## src/rtl/pattern_pkg.sv

```systemverilog
// Shared constants and types for the framed serial pattern buffer.
package pattern_pkg;

   localparam int PAT_WIDTH = 8;
   localparam int PAT_DEPTH = 27;

   function automatic int pat_bits(input int width, input int depth);
      return width * depth;
   endfunction

   // Counter must reach N+1 so over-length frames stay distinguishable from N.
   localparam int PAT_CNT_W = $clog2(pat_bits(PAT_WIDTH, PAT_DEPTH) + 2);

   typedef logic [PAT_WIDTH-1:0] pat_word_t;

endpackage

```

## src/rtl/pattern_shift_chain.sv

```systemverilog
// Next-state shift of the pattern chain; a new frame seeds from the active image,
// which is what makes the serial readback of that image possible.
module pattern_shift_chain
   import pattern_pkg::*;
#(
   parameter int WIDTH = PAT_WIDTH,
   parameter int DEPTH = PAT_DEPTH
) (
   input  logic             first_i,
   input  logic             sin_i,
   input  logic [WIDTH-1:0] active_i  [DEPTH],
   input  logic [WIDTH-1:0] chain_i   [DEPTH],
   output logic [WIDTH-1:0] chain_d_o [DEPTH],
   output logic             sout_o
);

   logic [WIDTH-1:0] src [DEPTH];

   always_comb begin
      for (int i = 0; i < DEPTH; i++) begin
         src[i] = first_i ? active_i[i] : chain_i[i];
      end
   end

   always_comb begin
      chain_d_o[0] = {src[0][WIDTH-2:0], sin_i};
      for (int i = 1; i < DEPTH; i++) begin
         chain_d_o[i] = {src[i][WIDTH-2:0], src[i-1][WIDTH-1]};
      end
   end

   assign sout_o = src[DEPTH-1][WIDTH-1];

endmodule

```

## src/rtl/pattern_frame_buf.sv

```systemverilog
// Framed serial pattern buffer: the shift chain commits to the active image only
// when exactly WIDTH*DEPTH bits were shifted; the active image is readable in parallel.
module pattern_frame_buf
   import pattern_pkg::*;
#(
   parameter int WIDTH = PAT_WIDTH,
   parameter int DEPTH = PAT_DEPTH,
   parameter int AW    = 5
) (
   input  logic             sclk,
   input  logic             rst,
   input  logic             ssel,
   input  logic             sin,
   output logic             sout,
   input  logic [AW-1:0]    rd_addr,
   output logic [WIDTH-1:0] rd_data,
   output logic             done,
   output logic             err,
   output logic             busy
);

   localparam int N  = pat_bits(WIDTH, DEPTH);
   localparam int CW = $clog2(N + 2);
   localparam logic [CW-1:0] CNT_FULL = CW'(N);
   localparam logic [CW-1:0] CNT_SAT  = CW'(N + 1);

   logic [WIDTH-1:0] chain_q  [DEPTH];
   logic [WIDTH-1:0] active_q [DEPTH];
   logic [WIDTH-1:0] chain_d  [DEPTH];
   logic [CW-1:0]    cnt_q, cnt_d;
   logic             ssel_q;
   logic [WIDTH-1:0] rd_data_q, rd_data_d;
   logic             done_q, err_q;
   logic             first, frame_end, commit, reject;

   assign first     = ssel & ~ssel_q;
   assign frame_end = ~ssel & ssel_q;
   assign commit    = frame_end & (cnt_q == CNT_FULL);
   assign reject    = frame_end & (cnt_q != CNT_FULL);

   pattern_shift_chain #(
      .WIDTH (WIDTH),
      .DEPTH (DEPTH)
   ) u_chain (
      .first_i   (first),
      .sin_i     (sin),
      .active_i  (active_q),
      .chain_i   (chain_q),
      .chain_d_o (chain_d),
      .sout_o    (sout)
   );

   always_comb begin
      cnt_d = cnt_q;
      if (ssel) begin
         if (first)                cnt_d = CW'(1);
         else if (cnt_q != CNT_SAT) cnt_d = cnt_q + 1'b1;
      end else if (ssel_q) begin
         cnt_d = '0;
      end
   end

   always_comb begin
      rd_data_d = '0;
      if (int'(rd_addr) < DEPTH) rd_data_d = active_q[rd_addr];
   end

   always_ff @(posedge sclk) begin
      if (rst) begin
         for (int i = 0; i < DEPTH; i++) begin
            chain_q[i]  <= '0;
            active_q[i] <= '0;
         end
         cnt_q     <= '0;
         ssel_q    <= 1'b0;
         rd_data_q <= '0;
         done_q    <= 1'b0;
         err_q     <= 1'b0;
      end else begin
         ssel_q    <= ssel;
         cnt_q     <= cnt_d;
         done_q    <= commit;
         err_q     <= reject;
         rd_data_q <= rd_data_d;
         if (ssel)   chain_q  <= chain_d;
         if (commit) active_q <= chain_q;
      end
   end

   assign rd_data = rd_data_q;
   assign done    = done_q;
   assign err     = err_q;
   assign busy    = ssel_q;

endmodule

```

## config.mk

```make
export PLATFORM = sky130hd
export DESIGN_NAME = pattern_frame_buf
export DESIGN_NICKNAME = d
export VERILOG_FILES = /design/src/rtl/pattern_pkg.sv /design/src/rtl/pattern_shift_chain.sv /design/src/rtl/pattern_frame_buf.sv
export SDC_FILE = /design/constraint.sdc
export NUM_CORES = 1
export LEC_CHECK = 0
export BUFFER_PORTS_ARGS = -buffer_cell sky130_fd_sc_hd__buf_2
export CORE_UTILIZATION = 30
export DETAILED_ROUTE_END_ITERATION = 8
export PLACE_DENSITY = 0.48
export SYNTH_ARGS = -nofsm -noshare
export SYNTH_HDL_FRONTEND = slang
export SYNTH_HIERARCHICAL = 1
export SYNTH_SLANG_ARGS = --single-unit
```

## constraint.sdc

```tcl
create_clock -name sclk -period 2.6 [get_ports sclk]
set_input_delay 0.13 -clock sclk [delete_from_list [all_inputs] [get_ports sclk]]
set_output_delay 0.13 -clock sclk [all_outputs]
set_load 0.05 [all_outputs]
```

==> reports/qor.yml <==
finish:
  drive_above_1_share_pct: 18.0
  num-fill-cells: 6841
  seqCellArea_mm2: 0.00903
  fin_util_pct: 33.9
  diodes: 0
  multiInputGateArea_mm2: 0.0107
  fin_nets: 2101
  syn_to_final_growth_pct: 12.1
power:
  power.density_mw_per_mm2: 647
  power_mw: 15.0
  power_leakage_nw: 8.96
  vdd_drop_max_v: 0.000491
route:
  viasPerCell: 4.78
  drc: 0
  vias: 14400
  m1WireLength_mm: 25.1
  routed_wl_mm: 50.6
  drtIter0Drc: 1056
  dr_wl_met3_mm: 1.94
  wl_met2_mm: 22.5
  wire_per_inst_um: 16.8
  highest_layer: "met4"
  ant_nets: 0
  dr.pass1.iters: 5
grt:
  track_usage_pct: 14.3
  antenna_found_initial: 1
  grt_max_degree: 175
  grt_overflow: 0
  grt_pass1_vias: 14000
  grt_pass1_wl_mm: 81.2
synthesis:
  yosysMostFrequentCell: "dfxtp_1"
  synth.area.top_cells: "dfxtp_1 44%, mux2i_1 13%, mux2_4 10%"
  synth.ff_latch_count: 451
  synth_edf_count: 0
  synth_warnings: 6
  netlist_area_mm2: 0.0207
  netlist_top_cells_count: "451 x dfxtp_1, 445 x nand2_1, 265 x mux2i_1"
  syn_area_per_cell_um2: 9.63
  ys.flop_type: "dfxtp_1"
  netlist.top_cell.by_area: "dfxtp_1"
  yosysUniqueCellTypes: 43
  async_flop_share_pct: 0
  syn_inst: 2153
  syn-num-nets: 2165
  synth_top_area_share_pct: 43.5
  synth_seq_area_share_pct: 43.5
setup_path:
  cp.required_ns: 2.47
  crit_path_max_fanout: 31
  crit_chain: "nor2b_4 > buf_12 > mux2_2 > buf_2"
  critPathArrivalTime_ns: 2.06
  crit_family: "buffers and inverters"
  end_kind: "primary output"
  crit_slowest_cell: "mux2_2"
  crit_type: "reg2out"
  critPathMaxStageDelay_ns: 0.39
  start_kind: "register"
  crit_buf_inv: 2
clock_tree:
  worstSkewPairLatency_ns: 0.60
  post_cts_resized: 0
  clock-sinks: 451
  cts_setup_buffers: 0
  clock-root-buffer: "clkbuf_16"
  cts_max_level: 2
  cts_tree: "built"
  clk_pin_slew_ns: 0.06
  cts_buffer_depth: 3
  cts_hold_buf: 4
  cts_buffers: 51
sta:
  slew_violations: 0
  hold_viol: 0
  rsz0062_at_grt: "false"
  finalCriticalPeriod_ns: 2.19
  holdWs_ns: 0.0488
  maxSlewHeadroom_pct: 33.3
  worst_pin_slew_ns: 1.00
  setup_viol_count_final: 0
  worst_clock_skew_ns: 0.0216
  layout_setup_ws_ns: 0.415
  fmax_ghz: 0.458
  finalCritPeriodShare_pct: 84.1
  fin_tns_setup_ns: 0
placed_design:
  port_buffers: 20
  place.gp.congestion: 0.752
  place_ws_ns: 0.578
  dp_hpwl_mm: 29.2
die:
  die_y_um: 265
  dieArea_mm2: 0.0702
  core_mm2: 0.0685
  initial_core_util_pct: 30.3
  row_count: 96
  die_w_um: 265
  ios: 21
run:
  drv_cap: 0
min_path:
  hold_class: "in2reg"
status:
  status: "finished, final reports clean"
[stage by stage]
| stage | cell area [µm²] | instances |
|---|---|---|
| after floorplan | 20700 | 2153 |
| after global routing | 23200 | 3011 |
| after CTS | 23200 | 3011 |
| final | 23200 | 3011 |
| after detailed placement | 21500 | 2914 |
| after global placement | 21500 | 2914 |
[path summary, 6_finish.rpt]
path                                  start                          to  slack (ns)  cells past startpoint
setup / recovery            busy$_SDFF_PP0_                        sout        0.41                      4
hold / removal                   rd_addr[3]       rd_data[0]$_SDFF_PP0_        0.05                      3
setup reg to reg            busy$_SDFF_PP0_     chain_q[6]$_SDFFE_PP0P_        0.61                      6
hold reg to reg   chain_q[119]$_SDFFE_PP0P_  active_q[119]$_SDFFE_PP0P_        0.46                      2
[layout make-up]
cell class                 instances  share of cell area [%]
multi-input combinational       1522                    46.1
sequential                       451                    38.8
clock buffer                      82                    6.69
tap                              882                    4.75
timing repair buffer              57                    2.84
clock inverter                    11                   0.635
inverter                           6                  0.0969
[registers in the layout, summed over array words and instances, names as in the netlist]
register and count:
done 1, active_q 216, cnt_q 8, err 1
chain_q 216, busy 1, rd_data 8
[metal layers]
| metal | vias to the layer above | track usage [%] |
|---|---|---|
| met2 | 209 | 22.1 |
| met5 | - | 0 |
| met4 | 0 | 4.25 |
| li1 | 7208 | - |
| met1 | 6905 | 20.3 |
| met3 | 74 | 2.38 |
[worst min-delay path: cells and delay by family]
kind	cells	cell delay, ns
compound gates	2	0.25
buf+inv	1	0.21
[where the power goes]
group / internal (mW) / switching, mW
Clock: 4.38 / 2.95
Combinational: 0.280 / 0.502
Sequential: 6.92 / 0.0131
Total: 11.6 / 3.46
[kinds of logic (layout without fill, tap and decap cells)]
logic type / count (synthesis) / after routing / synth area share [%]
compound gates: 298 / 298 / 8.02
xor+xnor: 3 / 3 / 0.127
fa+ha+maj: 3 / 3 / 0.181
buf+inv: 180 / 156 / 4.79
flops: 451 / 451 / 43.5
mux: 513 / 513 / 30.1
simple gates: 705 / 705 / 13.2
[placed cells by master, fill, tap and decap left out, types with 4 or more instances in the layout]
| cell type | Yosys | layout |
|---|---|---|
| mux2i_1 | 265 | 265 |
| a311oi_1 | 8 | 8 |
| buf_4 | 14 | 14 |
| nand2_1 | 445 | 445 |
| a22oi_1 | 34 | 34 |
| inv_1 | 6 | 6 |
| nor2b_1 | 8 | 7 |
| buf_12 | 0 | 20 |
| buf_2 | 58 | 17 |
| a21o_1 | 8 | 8 |
| nor2_1 | 222 | 222 |
| dfxtp_1 | 451 | 451 |
| mux4_2 | 24 | 24 |
| clkinv_2 | 0 | 6 |
| mux2_2 | 84 | 84 |
| o22ai_1 | 8 | 8 |
| a21oi_1 | 228 | 228 |
| clkbuf_8 | 0 | 12 |
| clkbuf_1 | 57 | 17 |
| nand3_1 | 13 | 13 |
| clkbuf_16 | 0 | 53 |
| dlygate4sd3_1 | 0 | 4 |
| mux2_4 | 140 | 140 |
Note: power is estimated with default switching activity, not from simulation.
